===== src/rtl/if_fetch_unit_pkg.sv =====
// Shared types for the LC-3b instruction-fetch stage: machine word,
// fetch state encoding and an address-alignment helper.
package if_fetch_unit_pkg;

   typedef logic [15:0] lc3b_word;

   typedef enum logic [1:0] {
      FETCH = 2'b00,
      HOLD  = 2'b01,
      DRAIN = 2'b10
   } lc3b_fetch_state;

   function automatic lc3b_word word_align(input lc3b_word addr);
      return {addr[15:1], 1'b0};
   endfunction

endpackage


===== src/rtl/if_fetch_unit_register.sv =====
// Generic load-enabled register with asynchronous active-high reset,
// used for the fetch PC, redirect target and hold buffer.
module register #(
   parameter int               WIDTH     = 16,
   parameter logic [WIDTH-1:0] RESET_VAL = '0
) (
   input  logic             clk,
   input  logic             reset,
   input  logic             load,
   input  logic [WIDTH-1:0] d,
   output logic [WIDTH-1:0] q
);

   // state update
   always_ff @(posedge clk or posedge reset) begin
      if (reset)
         q <= RESET_VAL;
      else if (load)
         q <= d;
      else
         q <= q;
   end

endmodule


===== src/rtl/if_fetch_unit.sv =====
// LC-3b instruction-fetch stage: owns the fetch PC, drives the imem read port
// and feeds the IF/ID latch, inserting bubbles when no instruction is ready.
module if_fetch_unit
   import if_fetch_unit_pkg::*;
#(
   parameter lc3b_word RESET_PC = 16'h0000,
   parameter lc3b_word NOP_WORD = 16'h0000
) (
   input  logic     clk,
   input  logic     reset,
   output logic     imem_read,
   output lc3b_word imem_address,
   input  logic     imem_resp,
   input  lc3b_word imem_rdata,
   input  logic     stall,
   input  logic     redirect,
   input  lc3b_word redirect_pc,
   output logic     if_id_load,
   output lc3b_word if_id_ir,
   output lc3b_word if_id_pc,
   output logic     if_id_inject_nop
);

   lc3b_fetch_state state, next_state;
   logic            started;

   lc3b_word pc, pc_next, pc_plus2, target, redirect_target;
   lc3b_word hold_ir, hold_pc;
   logic     pc_load, target_load, hold_load;
   logic     hold_valid, hold_valid_load, hold_valid_next;

   assign pc_plus2        = pc + 16'd2;
   assign redirect_target = word_align(redirect_pc);

   register #(.WIDTH(16), .RESET_VAL(RESET_PC)) pc_reg (
      .clk(clk), .reset(reset), .load(pc_load), .d(pc_next), .q(pc));

   register #(.WIDTH(16), .RESET_VAL(16'h0000)) target_reg (
      .clk(clk), .reset(reset), .load(target_load), .d(redirect_target), .q(target));

   register #(.WIDTH(16), .RESET_VAL(16'h0000)) hold_ir_reg (
      .clk(clk), .reset(reset), .load(hold_load), .d(imem_rdata), .q(hold_ir));

   register #(.WIDTH(16), .RESET_VAL(16'h0000)) hold_pc_reg (
      .clk(clk), .reset(reset), .load(hold_load), .d(pc_plus2), .q(hold_pc));

   register #(.WIDTH(1), .RESET_VAL(1'b0)) hold_valid_reg (
      .clk(clk), .reset(reset), .load(hold_valid_load), .d(hold_valid_next), .q(hold_valid));

   // started keeps the read request low until the first edge after reset
   always_ff @(posedge clk or posedge reset) begin
      if (reset) begin
         state   <= FETCH;
         started <= 1'b0;
      end else begin
         state   <= next_state;
         started <= 1'b1;
      end
   end

   // next-state, datapath enables and IF/ID outputs
   always_comb begin
      next_state       = state;
      pc_load          = 1'b0;
      pc_next          = pc_plus2;
      target_load      = 1'b0;
      hold_load        = 1'b0;
      hold_valid_load  = 1'b0;
      hold_valid_next  = 1'b0;
      imem_read        = 1'b0;
      imem_address     = pc;
      if_id_load       = 1'b0;
      if_id_ir         = NOP_WORD;
      if_id_pc         = 16'h0000;
      if_id_inject_nop = 1'b1;
      if (started) begin
         if_id_load = ~stall;
         case (state)
            FETCH: begin
               imem_read = 1'b1;
               if (imem_resp) begin
                  pc_load = 1'b1;
                  if (redirect) begin
                     pc_next = redirect_target;
                  end else if (!stall) begin
                     if_id_ir         = imem_rdata;
                     if_id_pc         = pc_plus2;
                     if_id_inject_nop = 1'b0;
                  end else begin
                     hold_load       = 1'b1;
                     hold_valid_load = 1'b1;
                     hold_valid_next = 1'b1;
                     next_state      = HOLD;
                  end
               end else if (redirect) begin
                  target_load = 1'b1;
                  next_state  = DRAIN;
               end else begin
                  next_state = FETCH;
               end
            end
            HOLD: begin
               // a redirect kills the buffered word even when the latch is free
               if (redirect) begin
                  pc_load         = 1'b1;
                  pc_next         = redirect_target;
                  hold_valid_load = 1'b1;
                  next_state      = FETCH;
               end else if (!stall) begin
                  if (hold_valid) begin
                     if_id_ir         = hold_ir;
                     if_id_pc         = hold_pc;
                     if_id_inject_nop = 1'b0;
                  end else begin
                     if_id_inject_nop = 1'b1;
                  end
                  hold_valid_load = 1'b1;
                  next_state      = FETCH;
               end else begin
                  next_state = HOLD;
               end
            end
            DRAIN: begin
               imem_read = 1'b1;
               if (imem_resp) begin
                  pc_load    = 1'b1;
                  pc_next    = redirect ? redirect_target : target;
                  next_state = FETCH;
               end else if (redirect) begin
                  target_load = 1'b1;
               end else begin
                  next_state = DRAIN;
               end
            end
            default: begin
               next_state = FETCH;
            end
         endcase
      end else begin
         if_id_load = 1'b0;
      end
   end

endmodule


===== config.mk =====
export PLATFORM = sky130hd
export DESIGN_NAME = if_fetch_unit
export DESIGN_NICKNAME = d
export VERILOG_FILES = /design/src/rtl/if_fetch_unit_pkg.sv /design/src/rtl/if_fetch_unit_register.sv /design/src/rtl/if_fetch_unit.sv
export SDC_FILE = /design/constraint.sdc
export NUM_CORES = 1
export LEC_CHECK = 0
export CAP_MARGIN = 20
export CORE_ASPECT_RATIO = 1.1
export CORE_UTILIZATION = 35
export CTS_CLUSTER_SIZE = 16
export DETAILED_ROUTE_END_ITERATION = 8
export MAX_ROUTING_LAYER = met4
export RECOVER_POWER = 50
export SLEW_MARGIN = 20
export SYNTH_ARGS = -nofsm -noshare
export SYNTH_HDL_FRONTEND = slang
export SYNTH_SLANG_ARGS = --single-unit

===== constraint.sdc =====
create_clock -name clk -period 3.1 [get_ports clk]
set_input_delay 0.62 -clock clk [delete_from_list [all_inputs] [get_ports clk]]
set_output_delay 0.62 -clock clk [all_outputs]
set_load 0.01 [all_outputs]

==> results.yml <==
cells_and_area:
  nNetsFinal: 545
  antenna_cells: 0
  final_util_pct: 49.6
  stdcell_area_um2: 4980
  area_growth_pct: 35.3
  drive_gt1_share_pct: 14.9
  fillers: 995
  final_common_cell: "nand2_1"
  stdcell_count: 650
  mostFrequentLayoutCells: "nand2_1 (101), dfrtp_1 (64), clkdlybuf4s50_1 (51), nor2_1 (39), a22oi_1 (26)"
pwr:
  pwr-share-seq_pct: 46.8
  switching_share_pct: 34.3
  switchingPower_mw: 0.993
  p_int_mw: 1.90
  p_leak_nw: 2.39
  clkPwrFrac_pct: 22.3
  ir_drop_mv: 0.326
  combPwrFrac_pct: 30.9
  powerDensity_nw_per_um2: 581
timing:
  relSlewSlack_pct: -11.8
  fin_crit_sh_pct: 94.0
  setup_viol: 0
  fmax_mhz: 343
  hold_viol: 0
  worst_slack_ns: 0.186
  slew_violations: 68
  period_needed_ns: 2.91
  rsz0062_at_grt: "no"
  tightestPinTransition_ns: 1.68
  skew_ns: 0.00966
setup_path:
  worstRegToRegCells: 6
  crit_path_end_kind: "output pin"
  path_cells: "clkdlybuf4s50_1 > nor2_1 > and4b_2 > buf_12 > a22oi_1 > nor2_1 > dlygate4sd2_1"
  cp.required_ns: 2.48
  critPathMostFrequentCell: "nor2_1"
  crit_cells: 7
  cpPeakStageDelay_ns: 0.56
  cp.arrival_ns: 2.29
  critPathMaxFanout: 20
  crit_slowest_cell: "clkdlybuf4s50_1"
  crit_buf_inv: 3
  start_kind: "input pin"
  crit_family: "buffers and inverters"
  setup.worst_path.class: "input pin to output pin"
die:
  core-area_um2: 10000
  start_util_pct: 36.7
  dieHeight_um: 110
  num_io_pins: 88
  dieArea_um2: 10900
  rows: 38
  die_width_um: 99.8
synth:
  syn_avg_cell_area_um2: 8.89
  yosysSeqAreaShare_pct: 45.6
  synth_edf_count: 0
  synth_cell_type_count: 57
  syn_nets: 452
  yosysWarnings: 0
  synth_area_leaders: "dfrtp_1 (46%), nand2_1 (10%), a22oi_1 (5.3%)"
  netlist.area_leader.share_pct: 45.6
  synthesis.area_um2: 3680
  synth_ff_type: "dfrtp_1"
  syn_inst: 414
  synth-seq-cells: 67
  yosysTopAreaCell: "dfrtp_1"
  async_flop_share_pct: 100
global_route:
  grt_usage_pct: 19.6
  grt_max_degree: 68
  grt_first_pass_wirelength_mm: 16.1
  grt_pass1_vias: 3238
  grt_overflow_total: 0
  antenna_found_initial: 0
cts:
  hold_buffers: 0
  cts_tree: "built"
  cts.path.max_buffers: 2
  cts_buffers: 9
  clock-root-buffer: "clkbuf_8"
  clock_latency_ns: 0.33
  cts.htree.levels: 3
  cts.sinks: 67
  clk_pin_slew_ns: 0.07
placed_design:
  port_buffers: 86
  gp_congestion: 0.819
  dpl_worst_slack_ns: -0.112
  placed_area_um2: 4760
  hpwl_mm: 6.83
  post-place-cells: 633
drt:
  via_per_inst: 5.14
  wl_per_cell_um: 15.3
  firstDrtPassIters: 4
  drtIter0Drc: 141
  routed_wl_mm: 9.98
  drc: 0
  ant_nets: 0
  vias: 3341
job:
  drv_cap: 1
run_status:
  status: "complete, but fails checks"
  violations: "capacitance limit, slew limit"
min_path:
  hold_depth: 2
  min_path_type: "flip-flop to flip-flop"
per-stage QoR:
step / hold slack (ns) / setup TNS (ns) / power [mW]
after CTS: 0.480 / -0.0198 / 2.92
after detailed placement: 0.463 / -1.89 / 2.25
after global routing: 0.496 / 0 / 3.09
final: 0.478 / 0 / 2.89
after floorplan: 0.446 / 0 / 1.83
after global placement: 0.458 / -1.67 / 2.22
path summary, 6_finish.rpt:
check                                 start          endpoint  slack [ns]
hold / removal             hold_pc_reg.q[3]  hold_pc_reg.q[3]        0.48
max in group asynchronous             reset       pc_reg.q[3]        0.66
hold reg to reg            hold_pc_reg.q[3]  hold_pc_reg.q[3]        0.48
min in group asynchronous             reset  hold_ir_reg.q[5]        1.31
setup reg to reg                   state[0]      pc_reg.q[12]        1.08
setup / recovery                   redirect       if_id_pc[7]        0.19
registers in the layout, indices dropped and copies added, names as in the netlist:
signal            count
hold_ir_reg.q        16
hold_pc_reg.q        16
pc_reg.q             16
target_reg.q         15
state                 2
hold_valid_reg.q      1
started               1
final cells by class:
class                   instances  area (um^2)  area share (%)
multi-input cells             308         1850            37.2
well taps                     140          175            3.52
clock buffers                  12          155            3.12
inverters                      11         41.3           0.830
flip-flops and latches         67         1680            33.8
repair buffers                110         1060            21.3
clock inverters                 2         12.5           0.251
power groups by stage:
stage	sequential (mW)	combinational (mW)	clock [mW]
CTS	1.35	0.904	0.666
detailed placement	1.36	0.890	0
global placement	1.35	0.871	0
finish	1.35	0.892	0.646
global route	1.39	0.990	0.709
floorplan	1.33	0.500	0
synth_stat cells, drive strengths merged, types with 2 or more instances:
cell type and n:
nand2 101, dfrtp 67, nor2 41, o21ai 30
a22oi 27, buf 23, mux2 15, a21oi 12
inv 10, xnor2 9, nand3 8, nor3 7
a221oi 5, a222oi 5, clkbuf 5, nand2b 5
and3 4, xor2 4, a22o 3, nand4 3
o22ai 3, a31oi 2, nor4 2, o21a 2
kinds of logic after synthesis:
group	Yosys count	share of synthesized area, %
xor+xnor	13	3.30
simple gates	180	22.3
fa+ha+maj	1	0.340
other cells	1	0.102
mux	16	4.86
flops	67	45.6
compound gates	97	18.4
buf+inv	39	5.17
worst reg2reg max path, delay by kind of cell, from the launching register on:
family | cells | cell delay, ns
AND/OR/NAND/NOR | 2 | 0.80
flip-flops | 1 | 0.53
AO/OA/AOI/OAI | 3 | 0.45
buffers and inverters | 1 | 0.16
routing by layer:
metal,global-route usage (%),vias up,routed length (um)
met2,30.8,96,4760
li1,-,1625,-
met4,7.46,0,50
met3,2.67,6,478
met1,25.9,1614,4680
met5,-,-,0
timing repair:
| item | in CTS | in global routing |
|---|---|---|
| cloned | 1 | 0 |
| gates resized for setup | 35 | 13 |
| endpoints found under the setup margin | 32 | 13 |
| setup buffers | 2 | 0 |
| pin swaps | 0 | 1 |
No activity file was read; power rests on OpenSTA's default activity.
